## config.mk

```make
export PLATFORM = sky130hd
export DESIGN_NAME = e203_itcm_sram_ctrl
export DESIGN_NICKNAME = d
export VERILOG_FILES = /design/src/rtl/e203_itcm_sram_ctrl_pkg.sv /design/src/rtl/e203_itcm_sram_lsctl.sv /design/src/rtl/e203_itcm_sram_ctrl.sv
export SDC_FILE = /design/constraint.sdc
export NUM_CORES = 1
export LEC_CHECK = 0
export CAP_MARGIN = 20
export CORE_AREA = 2 2 121 123
export CTS_BUF_LIST = sky130_fd_sc_hd__clkbuf_4 sky130_fd_sc_hd__clkbuf_8 sky130_fd_sc_hd__clkbuf_16
export CTS_CLUSTER_SIZE = 8
export DETAILED_ROUTE_END_ITERATION = 10
export DIE_AREA = 0 0 123 125
export PLACE_DENSITY = 0.8
export SYNTH_ARGS = -nofsm -noshare
export SYNTH_HDL_FRONTEND = slang
export SYNTH_SLANG_ARGS = --single-unit
```

## constraint.sdc

```tcl
create_clock -name clk -period 1.6 [get_ports clk]
set_input_delay 0.32 -clock clk [delete_from_list [all_inputs] [get_ports clk]]
set_output_delay 0.32 -clock clk [all_outputs]
set_load 0.005 [all_outputs]
```

## src/rtl/e203_itcm_sram_ctrl_pkg.sv

```systemverilog
// Shared types for the ITCM SRAM controller: response flags carried by S1 and the hold buffer.
// Latency: none (types and constants only).
// Backpressure: not applicable.
package e203_itcm_sram_ctrl_pkg;

  typedef struct packed {
    logic vld;
    logic rd;
    logic err;
  } rsp_flag_t;

  // Byte-to-word shift for 8-byte words.
  localparam int WOFF = 3;

endpackage

```

## src/rtl/e203_itcm_sram_lsctl.sv

```systemverilog
// Light-sleep controller: idle counter drives ram_ls, and a one-cycle wake stall when a command arrives.
// Latency: ram_ls asserts after IDLE_CYC consecutive idle cycles; wake costs one cycle.
// Backpressure: waking holds cmd_ready low for one cycle. Used only under E203_ITCM_SRAM_LS_EN.
module e203_itcm_sram_lsctl
  import e203_itcm_sram_ctrl_pkg::*;
#(
  parameter int IDLE_CYC = 16
) (
  input  logic clk,
  input  logic rst,
  input  logic cmd_valid,
  input  logic busy,
  output logic ram_ls,
  output logic waking
);

  localparam int CW = $clog2(IDLE_CYC + 1);
  localparam logic [CW-1:0] CNT_MAX = CW'(IDLE_CYC);

  logic [CW-1:0] idle_cnt;

  always_ff @(posedge clk) begin
    if (rst) begin
      idle_cnt <= '0;
    end else if (cmd_valid | busy) begin
      idle_cnt <= '0;
    end else if (idle_cnt != CNT_MAX) begin
      idle_cnt <= idle_cnt + CW'(1);
    end
  end

  // A waking command resets the counter, so ram_ls drops on the following cycle.
  assign ram_ls = (idle_cnt == CNT_MAX);
  assign waking = ram_ls & cmd_valid;

endmodule

```

## src/rtl/e203_itcm_sram_ctrl.sv

```systemverilog
// ITCM SRAM controller: single-beat valid/ready commands to SRAM port, responses with one-entry hold buffer.
// Latency: command handshake in cycle N gives rsp_valid in N+1; one command per cycle while rsp_ready=1.
// Backpressure: stalled response parks in H; cmd_ready low until H drains. Light-sleep via E203_ITCM_SRAM_LS_EN.
module e203_itcm_sram_ctrl
  import e203_itcm_sram_ctrl_pkg::*;
#(
  parameter int DP       = 4096,
  parameter int DW       = 64,
  parameter int MW       = 8,
  parameter int AW       = 12,
  parameter int BA       = AW + 3,
  parameter int IDLE_CYC = 16
) (
  input  logic          clk,
  input  logic          rst,
  input  logic          cmd_valid,
  output logic          cmd_ready,
  input  logic          cmd_read,
  input  logic [BA-1:0] cmd_addr,
  input  logic [DW-1:0] cmd_wdata,
  input  logic [MW-1:0] cmd_wmask,
  output logic          rsp_valid,
  input  logic          rsp_ready,
  output logic [DW-1:0] rsp_rdata,
  output logic          rsp_err,
  output logic          ram_cs,
  output logic          ram_we,
  output logic [AW-1:0] ram_addr,
  output logic [MW-1:0] ram_wem,
  output logic [DW-1:0] ram_din,
  input  logic [DW-1:0] ram_dout,
  output logic          ram_sd,
  output logic          ram_ds,
  output logic          ram_ls
);

  localparam int AW1 = AW + 1;
  localparam logic [AW:0] DP_W = AW1'(DP);

  logic          oor;
  logic          cmd_hs;
  logic          waking;
  logic          busy;
  rsp_flag_t     s1;
  rsp_flag_t     h;
  logic [DW-1:0] s1_dat;
  logic [DW-1:0] h_dat;

  assign oor    = ({1'b0, cmd_addr[BA-1:WOFF]} >= DP_W);
  assign cmd_hs = cmd_valid & cmd_ready;

  assign ram_cs   = cmd_hs & ~oor;
  assign ram_we   = ram_cs & ~cmd_read;
  assign ram_wem  = ram_we ? cmd_wmask : '0;
  assign ram_addr = cmd_addr[BA-1:WOFF];
  assign ram_din  = cmd_wdata;
  assign ram_sd   = 1'b0;
  assign ram_ds   = 1'b0;

  // Blocking on H and on a stalled S1 keeps ram_dout intact until it has been captured.
  assign cmd_ready = ~h.vld & (~s1.vld | rsp_ready) & ~waking;

  assign s1_dat = (s1.vld & s1.rd & ~s1.err) ? ram_dout : '0;

  assign rsp_valid = h.vld | s1.vld;
  assign rsp_rdata = h.vld ? h_dat : s1_dat;
  assign rsp_err   = h.vld ? h.err : s1.err;
  assign busy      = s1.vld | h.vld;

  always_ff @(posedge clk) begin
    if (rst) begin
      s1    <= '0;
      h     <= '0;
      h_dat <= '0;
    end else begin
      s1 <= '{vld: cmd_hs, rd: cmd_hs & cmd_read, err: cmd_hs & oor};
      if (h.vld) begin
        if (rsp_ready) h <= '0;
      end else if (s1.vld & ~rsp_ready) begin
        h     <= s1;
        h_dat <= s1_dat;
      end
    end
  end

`ifdef E203_ITCM_SRAM_LS_EN
  e203_itcm_sram_lsctl #(
    .IDLE_CYC (IDLE_CYC)
  ) u_lsctl (
    .clk       (clk),
    .rst       (rst),
    .cmd_valid (cmd_valid),
    .busy      (busy),
    .ram_ls    (ram_ls),
    .waking    (waking)
  );
`else
  logic unused_idle;
  assign unused_idle = (IDLE_CYC != 0) & busy;
  assign ram_ls      = 1'b0;
  assign waking      = 1'b0;
`endif

  logic unused_bits;
  assign unused_bits = ^{h.rd, cmd_addr[WOFF-1:0]};

endmodule
```

==> flow_metrics.env <==
export IMPL_seqPwrFrac_pct=41.0
export IMPL_p_total_mw=4.12
export IMPL_antenna_found_initial=0
export IMPL_power_switching_mw=1.02
export IMPL_worstSetupPathType="flip-flop to primary output"
export IMPL_grt_ovfl_total=0
export IMPL_rows=44
export IMPL_cts_root_buffer="clkbuf_16"
export IMPL_grt_pass1_vias=3623
export IMPL_postPlaceCellArea_um2=5380
export IMPL_slew_violations=0
export IMPL_cp_arrival_ps=1730
export IMPL_min_to="h_dat[43]"
export IMPL_p_leak_nw=2.28
export IMPL_place_congestion=0.695
export IMPL_ir_drop_uv=492
export IMPL_dr_total_vias=3881
export IMPL_final_util_pct=41.8
export IMPL_slew_limit_headroom_pct=60.8
export IMPL_wl_per_cell_um=17.7
export IMPL_critPathLaunchType="flip-flop"
export IMPL_syn_to_final_growth_pct=37.4
export IMPL_async_reset_ff_share_pct=0
export IMPL_failed_checks="setup timing"
export IMPL_dp_cells=702
export IMPL_hpwl_mm=7.79
export IMPL_num_io_pins=312
export IMPL_regToRegEndpoint="h_dat[13]"
export IMPL_setup_viol=75
export IMPL_ys_ff_latch=67
export IMPL_min_period_ps=2050
export IMPL_run_status="finished, violations left"
export IMPL_core_area_um2=14200
export IMPL_cts_max_level=3
export IMPL_viasPerCell=5.15
export IMPL_final_setup_worst_slack_ps=-450
export IMPL_syn_avg_cell_area_um2=9.07
export IMPL_die_area_um2=15400
export IMPL_grt_setup_unrepaired="true"
export IMPL_n_antenna_cell=0
export IMPL_clk_latency_ps=330
export IMPL_crit_required_ps=1280
export IMPL_drt_pass1_iterations=4
export IMPL_grt_total_usage_pct=14.7
export IMPL_timing_hold_ws_ps=348
export IMPL_syn_inst=476
export IMPL_nets=721
export IMPL_synthTopCellsByCount="80 x buf_4, 67 x dfxtp_1, 64 x a22o_1, 64 x inv_1, 64 x o32ai_1"
export IMPL_grt_pass1_wl_mm=18.1
export IMPL_synthTopCellsByArea="dfxtp_1 31%, buf_4 14%, a22o_1 13%"
export IMPL_holdCritPathClass="input pin to flip-flop"
export IMPL_layout_drive_gt1_share_pct=30.4
export IMPL_clkPwrFrac_pct=43.4
export IMPL_start_util_pct=30.4
export IMPL_tritoncts="done"
export IMPL_clock_tree_buffer_depth=2
export IMPL_synth_edf_count=0
export IMPL_cts_sinks=67
export IMPL_dpl_worst_slack_ps=-640
export IMPL_synth_warnings=0
export IMPL_ant_nets=0
export IMPL_synth_top_cell_area_share_pct=31.1
export IMPL_fin_skew_ps=8.78
export IMPL_synth_cell_area_um2=4320
export IMPL_io_buffers=152
export IMPL_clkSlewWorstSetupHoldPaths_ps=60
export IMPL_totalWireLength_mm=13.3
export IMPL_ys_seq_area_share_pct=31.1
export IMPL_p_sw_share_pct=24.7
export IMPL_fin_cells=754
export IMPL_cp_end_kind="primary output"
export IMPL_rr_worst_depth=4
export IMPL_hold_buffers=0
export IMPL_die_w_um=123
export IMPL_fin_crit_sh_pct=128
export IMPL_synth_ff_type="dfxtp_1"
export IMPL_r2r_start="h[2]"
export IMPL_fin_area_um2=5940
export IMPL_reg2reg_slack_ps=90
export IMPL_fin_setup_tns_ps=-23350
export IMPL_min_from="rst"
export IMPL_powerDensity_nw_per_um2=693
export IMPL_fmax_mhz=488
export IMPL_hold_depth=2
export IMPL_grt_max_degree=77
export IMPL_die_h_um=125
export IMPL_p_comb_share_pct=15.6
export IMPL_cts_buffers=9
export IMPL_drc_errors=0
export IMPL_path_max_fanout=5
export IMPL_worstMarginPinSlew_ps=588
export IMPL_internal_power_mw=3.10
export IMPL_yosysMostFrequentCell="buf_4"
export IMPL_synth_area_leader_cell="dfxtp_1"
export IMPL_final_hold_violation_count=0
export IMPL_drt_iter0_drc=178
export IMPL_yosysUniqueCellTypes=21
export IMPL_max_cap_viol_count=0
==> worst max path at each step <==
| stage | startpoint | end | slack [ps] |
|---|---|---|---|
| after floorplan | h[2] | rsp_rdata[10] | 220 |
| after global placement | cmd_valid | ram_wem[7] | -530 |
| after detailed placement | cmd_valid | ram_wem[2] | -640 |
| after CTS | h[2] | rsp_rdata[51] | -580 |
| after global routing | h[2] | ram_wem[5] | -500 |
| final | h[2] | ram_wem[5] | -450 |
==> registers in the layout (all words and copies together) (netlist names) <==
register / cells
h_dat: 64
s1: 2
h: 1
==> power by group through the flow <==
stage / Clock (mW) / Sequential (mW) / Combinational (mW)
after floorplan: 0 / 1.72 / 0.398
after global placement: 0 / 1.72 / 0.536
after detailed placement: 0 / 1.73 / 0.553
after CTS: 1.84 / 1.69 / 0.577
after global routing: 1.92 / 1.69 / 0.683
final: 1.79 / 1.69 / 0.640
==> placed cells by master (no fill, tap or decap), types with 4 or more instances in the layout <==
master	count
nor4b_2	4
buf_6	23
buf_8	5
buf_12	11
clkinv_2	5
clkdlybuf4s50_1	73
inv_1	64
clkbuf_2	21
or3b_1	59
or3b_2	5
buf_4	13
o32ai_1	64
conb_1	4
nor4b_4	5
buf_2	56
a22o_1	64
clkbuf_16	13
dfxtp_1	65
==> area by class of cell <==
class,instances,area [um^2]
Clock buffer,10,233
Clock inverter,6,32.5
Fill cell,1368,8270
Inverter,64,240
Multi-Input combinational cell,216,1980
Sequential cell,67,1350
Tap cell,184,230
Timing Repair Buffer,207,1880
==> worst max-delay path, stage by stage, from the launching register on <==
cell      delay [ps]
dfxtp_4          360
buf_6            110
nand2b_4         150
buf_8            130
buf_6            120
buf_6            120
nor4b_4          240
buf_2            180
==> kinds of logic after synthesis <==
| group | after synthesis | synth area share, % |
|---|---|---|
| buffers and inverters | 196 | 26.5 |
| AO/OA/AOI/OAI | 128 | 26.0 |
| AND/OR/NAND/NOR | 84 | 16.4 |
| flip-flops | 67 | 31.1 |
| other | 1 | 0.0868 |
==> timing repair <==
item	in CTS	in global routing
gates resized for setup	181	127
endpoints found under the setup margin	76	140
gates cloned	0	7
setup buffers	8	22
pin swaps	2	64
==> routing by layer <==
layer  track usage [%]  part of all wire, %  vias to the layer above
met4              8.29                  4.1                        0
met5                 0                    0                        -
met1              15.6                   39                     1817
li1                  -                    -                     1851
met3              4.93                  6.9                       58
met2              25.2                   50                      155
Power figures use the tool's default switching activity.
